**config.mk**
```make
export PLATFORM = sky130hd
export DESIGN_NAME = alu_sweep_ctrl
export DESIGN_NICKNAME = d
export VERILOG_FILES = /design/src/rtl/alu_sweep_ctrl.sv
export SDC_FILE = /design/constraint.sdc
export NUM_CORES = 1
export LEC_CHECK = 0
export CAP_MARGIN = 20
export CORE_MARGIN = 10
export CORE_UTILIZATION = 45
export CTS_BUF_LIST = sky130_fd_sc_hd__clkbuf_8
export CTS_CLUSTER_SIZE = 16
export DETAILED_ROUTE_END_ITERATION = 10
export DONT_BUFFER_PORTS = 1
export SLEW_MARGIN = 5
export SYNTH_ARGS = -nofsm -noshare
export SYNTH_HDL_FRONTEND = slang
export SYNTH_SLANG_ARGS = --single-unit
export TNS_END_PERCENT = 1
```
**constraint.sdc**
```tcl
create_clock -name clk -period 5.1 [get_ports clk]
set_input_delay 0.765 -clock clk [delete_from_list [all_inputs] [get_ports clk]]
set_output_delay 0.765 -clock clk [all_outputs]
set_load 0.005 [all_outputs]
```
**src/rtl/alu_sweep_ctrl.sv**
```systemverilog
// ALU self-test initiator: sweeps an operand table over all 8 function codes and signs the results.
// Latency: 2+SETTLE cycles per result with res_ready high; 8*NUM_PAIRS results per sweep.
// Backpressure: res_valid/res_data and the ALU operands hold until res_ready; abort drops a pending result.
module alu_sweep_ctrl #(
  parameter int          NUM_PAIRS = 3,
  parameter int          SETTLE    = 1,
  parameter logic [15:0] EXP_SIG   = 16'h0000
) (
  input  logic        clk,
  input  logic        rst_n,
  input  logic        start,
  input  logic        abort,
  output logic [7:0]  alu_a,
  output logic [7:0]  alu_b,
  output logic [2:0]  alu_f,
  input  logic [7:0]  alu_q,
  input  logic        alu_cout,
  output logic        res_valid,
  input  logic        res_ready,
  output logic [13:0] res_data,
  output logic        busy,
  output logic        done,
  output logic        pass,
  output logic [15:0] sig
);

  localparam int CW = $clog2(SETTLE + 1);

  typedef enum logic [2:0] {
    S_IDLE,
    S_DRIVE,
    S_WAIT,
    S_EMIT,
    S_DONE
  } state_t;

  state_t        state;
  state_t        state_nxt;
  logic [1:0]    pair;
  logic [2:0]    fcode;
  logic [CW-1:0] cnt;
  logic          hs;
  logic          last;
  logic          settled;

  // Operand table: {a, b}; entries beyond NUM_PAIRS-1 are never selected.
  function automatic logic [15:0] pair_ops(input logic [1:0] idx);
    case (idx)
      2'd0:    pair_ops = {8'd3,   8'd4};
      2'd1:    pair_ops = {8'd250, 8'd12};
      2'd2:    pair_ops = {8'd30,  8'd176};
      default: pair_ops = {8'd255, 8'd255};
    endcase
  endfunction

  assign hs      = (state == S_EMIT) && res_valid && res_ready;
  assign last    = (pair == 2'(NUM_PAIRS - 1)) && (fcode == 3'd7);
  assign settled = (cnt == CW'(1));
  assign busy    = (state == S_DRIVE) || (state == S_WAIT) || (state == S_EMIT);
  assign done    = (state == S_DONE);
  assign pass    = done && (sig == EXP_SIG);

  // State register.
  always_ff @(posedge clk or negedge rst_n) begin
    if (!rst_n) begin
      state <= S_IDLE;
    end else begin
      state <= state_nxt;
    end
  end

  // Next-state decode; abort overrides everything, including a simultaneous start.
  always_comb begin
    state_nxt = state;
    if (abort) begin
      state_nxt = S_IDLE;
    end else begin
      case (state)
        S_IDLE:  if (start) state_nxt = S_DRIVE;
        S_DRIVE: state_nxt = S_WAIT;
        S_WAIT:  if (settled) state_nxt = S_EMIT;
        S_EMIT:  if (hs) state_nxt = last ? S_DONE : S_DRIVE;
        S_DONE:  if (start) state_nxt = S_DRIVE;
        default: state_nxt = S_IDLE;
      endcase
    end
  end

  // Datapath: ALU operand registers, settle counter, result capture and signature fold.
  always_ff @(posedge clk or negedge rst_n) begin
    if (!rst_n) begin
      pair      <= 2'd0;
      fcode     <= 3'd0;
      cnt       <= '0;
      alu_a     <= 8'd0;
      alu_b     <= 8'd0;
      alu_f     <= 3'd0;
      res_valid <= 1'b0;
      res_data  <= 14'd0;
      sig       <= 16'd0;
    end else if (abort) begin
      res_valid <= 1'b0;
    end else begin
      case (state)
        S_IDLE, S_DONE: begin
          if (start) begin
            pair  <= 2'd0;
            fcode <= 3'd0;
            sig   <= 16'd0;
          end
        end
        S_DRIVE: begin
          {alu_a, alu_b} <= pair_ops(pair);
          alu_f          <= fcode;
          cnt            <= CW'(SETTLE);
        end
        S_WAIT: begin
          cnt <= cnt - CW'(1);
          if (settled) begin
            res_data  <= {pair, fcode, alu_cout, alu_q};
            res_valid <= 1'b1;
          end
        end
        S_EMIT: begin
          if (hs) begin
            res_valid <= 1'b0;
            sig       <= {sig[14:0], sig[15]} ^ {7'b0, alu_cout, alu_q};
            if (fcode == 3'd7) begin
              fcode <= 3'd0;
              pair  <= pair + 2'd1;
            end else begin
              fcode <= fcode + 3'd1;
            end
          end
        end
        default: ;
      endcase
    end
  end

endmodule

```
==> flow_metrics.env, run 1 <==
export IMPL_syn_to_final_growth_pct=2.68
export IMPL_rows=26
export IMPL_final_setup_skew_ns=0.0125
export IMPL_yosys_most_used_dff="dfrtp_1"
export IMPL_tritoncts="yes"
export IMPL_final_hold_viol_count=0
export IMPL_hold_path_class="primary input to async pin"
export IMPL_post_synth_top_count_cell="dfrtp_1"
export IMPL_cts_resized=0
export IMPL_cp_slowest_cell="a211oi_4"
export IMPL_synth_seq_cells=50
export IMPL_crit_buf_inv=0
export IMPL_core_area_mm2=0.00517
export IMPL_critPathMaxFanout=25
export IMPL_cts_hold_buffers=0
export IMPL_slew_headroom_pct=47.8
export IMPL_criticalPathCategory="flip-flop to flip-flop"
export IMPL_critPathMaxStageDelay_ns=0.76
export IMPL_ios=67
export IMPL_syn_nets=232
export IMPL_die_x_um=93.4
export IMPL_cts_sinks=50
export IMPL_fmax_mhz=389
export IMPL_dp_cells=260
export IMPL_drt_iter0_markers=74
export IMPL_clockBufferDepth=2
export IMPL_dieArea_mm2=0.00873
export IMPL_grt_pass1_wl_um=8310
export IMPL_ctsRootBufferMaster="clkbuf_8"
export IMPL_yosys_area_top_type_share_pct=51.5
export IMPL_ir_drop_v=0.000184
export IMPL_antenna_found_initial=0
export IMPL_rsz0062_at_grt="false"
export IMPL_layout_drive_gt1_share_pct=10.6
export IMPL_dp_hpwl_um=3690
export IMPL_synth_edf_count=0
export IMPL_synth_commonest_cells="dfrtp_1 (50), nand2_1 (23), a21o_1 (19)"
export IMPL_detail_route_antenna_nets=0
export IMPL_port_buffers=0
export IMPL_grt_remaining_overflow=0
export IMPL_finalSetupViolCount=0
export IMPL_critPathArrivalTime_ns=2.77
export IMPL_fin_tns_setup_ns=0
export IMPL_netlist_instances=211
export IMPL_instances_no_fill=268
export IMPL_via_count=1463
export IMPL_max_cap_violations=0
export IMPL_fin_crit_ns=2.57
export IMPL_viasPerCell=5.46
export IMPL_cp_cell_sequence="and3b_1, a211oi_4, o21ai_2, a21o_1"
export IMPL_async_reset_ff_share_pct=100
export IMPL_antenna_cells=0
export IMPL_power_density_mw_per_mm2=409
export IMPL_syn_area_mm2=0.00243
export IMPL_drt_pass1_iterations=4
export IMPL_drcViolationCount=0
export IMPL_wl_per_cell_um=18.8
export IMPL_die_h_um=93.4
export IMPL_start_util_pct=46.9
export IMPL_grtUsageTotal_pct=11.9
export IMPL_clkLatencyLatePin_ns=0.31
export IMPL_ys_types=41
export IMPL_yosysTopAreaCell="dfrtp_1"
export IMPL_worst_path_dominant_cell_family="compound AO/OA/AOI/OAI gates"
export IMPL_first_global_vias=1553
export IMPL_final_period_utilization_pct=50.4
export IMPL_start_kind="flip-flop"
export IMPL_post_cts_setup_buffer_count=0
export IMPL_required_ns=5.30
export IMPL_grt_max_degree=51
export IMPL_ys_top_cells_by_area="dfrtp_1 (52%), a21o_1 (5.9%), and3_1 (4.6%)"
export IMPL_wirelength_um=5050
export IMPL_cp_end_kind="flip-flop"
export IMPL_htreeDepth=2
export IMPL_gp_congestion=0.778
export IMPL_status="finished clean"
export IMPL_worst_pin_slew_ns=0.783
export IMPL_yosysWarningCount=0
export IMPL_yosysSeqAreaShare_pct=51.5
export IMPL_path_clk_slew_ns=0.10
export IMPL_avgSynthCellArea_um2=11.5
export IMPL_drv_slew=0
export IMPL_final_nets=218
export IMPL_leakage_nw=1.41
export IMPL_cts_buffers=5
[cell type report]
class | count | area [µm²]
fill | 469 | 2680
tap | 70 | 87.6
clock inverter | 3 | 48.8
inverter | 2 | 7.51
sequential | 50 | 1250
multi-input combinational | 138 | 1030
clock buffer | 5 | 68.8
[power by group]
| group | leakage [nW] | internal, W | switching [W] |
|---|---|---|---|
| registers | 0.662 | 0.000473 | 0.0000809 |
| logic | 0.690 | 0.0000836 | 0.0000905 |
| clock network | 0.0563 | 0.000150 | 0.000141 |
[per-layer routing]
layer / vias to the layer above / share of wire [%] / GRT usage (%)
met1: 721 / 44 / 13.8
met3: 6 / 11 / 6.63
li1: 695 / - / -
met5: - / 0 / 0
met2: 41 / 44 / 18.3
met4: 0 / 1.1 / 3.60
[cells in the final DEF (no fill, tap or decap), drive strengths merged]
cell,n
a211oi,2
a21bo,1
a21o,19
a21oi,2
a22o,1
a22oi,2
a2bb2oi,1
and2,3
and2b,1
and3,18
and3b,1
and4b,1
and4bb,1
bufinv,1
clkbuf,5
clkinvlp,1
dfrtp,50
ha,7
inv,3
mux2,15
mux2i,1
nand2,23
nand2b,3
nand3,1
nor2,7
nor3,2
nor3b,1
nor4,4
nor4b,2
o21a,1
o21ai,7
o31ai,1
or4b,1
xor2,9
[kinds of logic after synthesis]
family	Yosys count	synth area share, %
muxes	16	7.37
AOI/OAI and AO/OA	37	11.5
DFF	50	51.5
and+or+nand+nor	69	16.6
adders and majority gates	7	3.61
xor gates and xnor gates	9	3.25
buffers and inverters	23	6.08
[registers in the layout, summed over array words and instances, names as in the netlist]
name and cells:
alu_a 5, alu_b 2, alu_f 3, cnt 1, fcode 3, pair 2
res_data 14, res_valid 1, sig 16, state 3
[stage by stage]
stage / hold WS [ns] / utilization, % / area [µm²] / total power, W / setup slack (ns)
after floorplan: 0.459 / - / 2430 / 0.000697 / 3.15
after global placement: 0.471 / 45.9 / 2370 / 0.000730 / 2.70
after detailed placement: 0.471 / 45.9 / 2370 / 0.000744 / 2.56
after CTS: 0.122 / 48.2 / 2490 / 0.00104 / 2.53
after global routing: 0.107 / 48.2 / 2490 / 0.00108 / 2.36
final: 0.132 / 48.2 / 2490 / 0.00102 / 2.53
[worst paths after layout]
| path | from | to | slack (ns) | cells after the start |
|---|---|---|---|---|
| hold / removal | rst_n | res_data[6] | 0.13 | 0 |
| max in group asynchronous | rst_n | state[2] | 4.87 | 0 |
| hold reg to reg | alu_a[1] | alu_a[1] | 0.51 | 1 |
| setup / recovery | state[2] | sig[1] | 2.53 | 4 |
| min in group clk | alu_a[1] | alu_a[1] | 0.51 | 1 |
| setup reg to reg | state[2] | sig[1] | 2.53 | 4 |
Note: power is estimated with default switching activity, not from simulation.
==> run 2, diff against run 1 <==
- ABC_AREA: not set -> 1
- clock period: 5.1 -> 2.34 ns (I/O delays scaled with it)
==> flow_metrics.env, run 2 <==
export IMPL_grt_max_degree=51
export IMPL_post_cts_setup_buffer_count=0
export IMPL_final_setup_skew_ns=0.00711
export IMPL_r2r_setup_slack_ns=0.50
export IMPL_fin_crit_ns=1.91
export IMPL_cts_buffers=5
export IMPL_syn_area_mm2=0.00246
export IMPL_largest_reg_flops=16
export IMPL_max_cap_violations=0
export IMPL_power_density_mw_per_mm2=885
export IMPL_tritoncts="yes"
export IMPL_cts_hold_buffers=2
export IMPL_synth_compound_area_share_pct=11.8
export IMPL_path_clk_slew_ns=0.09
export IMPL_rsz0062_at_grt="false"
export IMPL_cp_cell_sequence="nor2_2, inv_1, nor2_1, nand2_1, nor2_1"
export IMPL_antenna_cells=0
export IMPL_slew_headroom_pct=70.4
export IMPL_dp_hpwl_um=3780
export IMPL_post_synth_top_count_cell="nand2_1"
export IMPL_grt_pass1_wl_um=8800
export IMPL_detail_route_antenna_nets=0
export IMPL_synth_simple_area_share_pct=20.9
export IMPL_critPathArrivalTime_ns=1.56
export IMPL_die_x_um=94.0
export IMPL_grtUsageTotal_pct=12.5
export IMPL_final_nets=293
export IMPL_yosysTopAreaCell="dfrtp_1"
export IMPL_ios=67
export IMPL_worstHoldStart="alu_q[2]"
export IMPL_start_kind="flip-flop"
export IMPL_fin_tns_setup_ns=0
export IMPL_synthAdderAreaFrac_pct=3.55
export IMPL_critPathMaxFanout=6
export IMPL_regMostFlops="sig"
export IMPL_ys_top_cells_by_area="dfrtp_1 (51%), nand2_1 (13%), o21ai_0 (6.3%)"
export IMPL_clockBufferDepth=2
export IMPL_wirelength_um=5280
export IMPL_avgSynthCellArea_um2=8.80
export IMPL_drv_slew=0
export IMPL_criticalPathCategory="flip-flop to output pin"
export IMPL_yosysWarningCount=0
export IMPL_cp_end_kind="output pin"
export IMPL_drt_pass1_iterations=4
export IMPL_async_reset_ff_share_pct=100
export IMPL_worstHoldEndpoint="res_data[2]"
export IMPL_synth_xor_area_share_pct=3.20
export IMPL_netlist_instances=280
export IMPL_synth_seq_cells=50
export IMPL_status="finished clean"
export IMPL_synth_edf_count=0
export IMPL_leakage_nw=1.23
export IMPL_final_common_cell="nand2_1"
export IMPL_yosys_most_used_dff="dfrtp_1"
export IMPL_reg_top3="sig x16, res_data x14, alu_a x5"
export IMPL_rows=26
export IMPL_via_count=1693
export IMPL_final_hold_viol_count=0
export IMPL_wl_per_cell_um=15.4
export IMPL_ctsRootBufferMaster="clkbuf_8"
export IMPL_dieArea_mm2=0.00884
export IMPL_synth_top_family_by_area="simple AND/OR/NAND/NOR gates"
export IMPL_mostFrequentLayoutCells="nand2_1 (83), dfrtp_1 (50), o21ai_0 (31)"
export IMPL_core_area_mm2=0.00520
export IMPL_gp_congestion=0.761
export IMPL_muxShareOfSynthArea_pct=0
export IMPL_worst_path_most_repeated_cell="nor2_1"
export IMPL_yosysSeqAreaShare_pct=50.8
export IMPL_final_period_utilization_pct=81.6
export IMPL_fmax_mhz=524
export IMPL_cp_slowest_cell="dfrtp_1"
export IMPL_drcViolationCount=0
export IMPL_port_buffers=0
export IMPL_ys_types=28
export IMPL_worst_path_dominant_cell_family="simple AND/OR/NAND/NOR gates"
export IMPL_critPathMaxStageDelay_ns=0.48
export IMPL_syn_to_final_growth_pct=3.40
export IMPL_ir_drop_v=0.000331
export IMPL_hold_path_class="primary input to flip-flop"
export IMPL_setup_ws_ns=0.432
export IMPL_finalSetupViolCount=0
export IMPL_syn_nets=301
export IMPL_post_place_ws_ns=0.501
export IMPL_cts_resized=0
export IMPL_r2r_cells=7
export IMPL_antenna_found_initial=0
export IMPL_grt_remaining_overflow=0
export IMPL_worst_r2r_endpoint="sig[14]"
export IMPL_viasPerCell=4.95
export IMPL_die_h_um=94.0
export IMPL_clkLatencyLatePin_ns=0.30
export IMPL_htreeDepth=2
export IMPL_first_global_vias=1714
export IMPL_start_util_pct=47.4
export IMPL_required_ns=1.99
export IMPL_whs_path_depth=2
export IMPL_layout_drive_gt1_share_pct=11.0
export IMPL_synth_commonest_cells="nand2_1 (83), dfrtp_1 (50), o21ai_0 (31)"
export IMPL_drt_iter0_markers=94
export IMPL_crit_buf_inv=1
export IMPL_yosys_area_top_type_share_pct=50.8
export IMPL_cts_sinks=50
export IMPL_rr_startpoint="state[0]"
export IMPL_worst_pin_slew_ns=0.443
run 2: changes by cell type in the layout (fill, tap and decap cells not counted), moves of 3 or more:
cell,before,now
inv_1,2,26
nand2b_1,3,0
buf_4,0,3
a21o_1,19,0
nand2_1,23,83
and3_1,18,1
nand3_1,1,8
o21ai_2,2,11
mux2_2,5,0
o21ai_0,2,31
nand4_1,0,4
nor2_1,7,12
mux2_1,10,0
and2_1,3,0
run 2: layout make-up:
cell class	instances	area, µm²
inverters	26	97.6
clock buffers	5	68.8
clock inverters	2	11.3
repair buffers	5	60.1
fillers	518	2660
multi-input cells	184	972
flip-flops and latches	50	1250
well taps	70	87.6
run 2: stage by stage:
| step | instances | cell area, µm² | hold slack [ns] | util (%) | total power [W] |
|---|---|---|---|---|---|
| global route | 342 | 2550 | 0.178 | 49.0 | 0.00245 |
| global placement | 333 | 2430 | 0.0574 | 46.7 | 0.00178 |
| floorplan | 280 | 2460 | 0.0554 | - | 0.00170 |
| CTS | 342 | 2550 | 0.165 | 49.0 | 0.00230 |
| detailed placement | 333 | 2430 | 0.0577 | 46.7 | 0.00179 |
| finish | 342 | 2550 | 0.179 | 49.0 | 0.00225 |
run 2: worst max path at each step:
stage	depth (start not counted)	slack, ns	endpoint	from
2_1_floorplan	8	1.00	sig[7]	state[0]
3_3_place_gp	7	0.56	sig[9]	state[0]
3_5_place_dp	7	0.50	sig[10]	state[0]
4_1_cts	5	0.36	pass	state[0]
5_1_grt	5	0.26	pass	state[0]
6_report	5	0.43	pass	state[0]
run 2: worst register-to-register path: cells and delay by family (launching register included):
family	cells	cell delay [ns]
DFF	1	0.48
AOI/OAI and AO/OA	1	0.05
and+or+nand+nor	4	0.76
buffers and inverters	2	0.45
run 2: cell families (layout without fill, tap and decap cells):
| family | count (synthesis) | count (layout) |
|---|---|---|
| xor gates and xnor gates | 9 | 9 |
| AOI/OAI and AO/OA | 49 | 49 |
| and+or+nand+nor | 119 | 119 |
| adders and majority gates | 7 | 7 |
| buffers and inverters | 46 | 38 |
| DFF | 50 | 50 |
run 2: power breakdown:
group / internal (W) / switching, W
Clock: 0.000201 / 0.000275
Sequential: 0.00103 / 0.000174
Combinational: 0.000187 / 0.000392
run 2: per-layer routing:
| layer | GRT usage, % | up-vias | routed length [µm] |
|---|---|---|---|
| li1 | - | 862 | - |
| met1 | 15.2 | 781 | 2340 |
| met2 | 19.9 | 45 | 2370 |
| met3 | 5.12 | 5 | 521 |
| met4 | 3.54 | 0 | 47 |
| met5 | 0 | - | 0 |
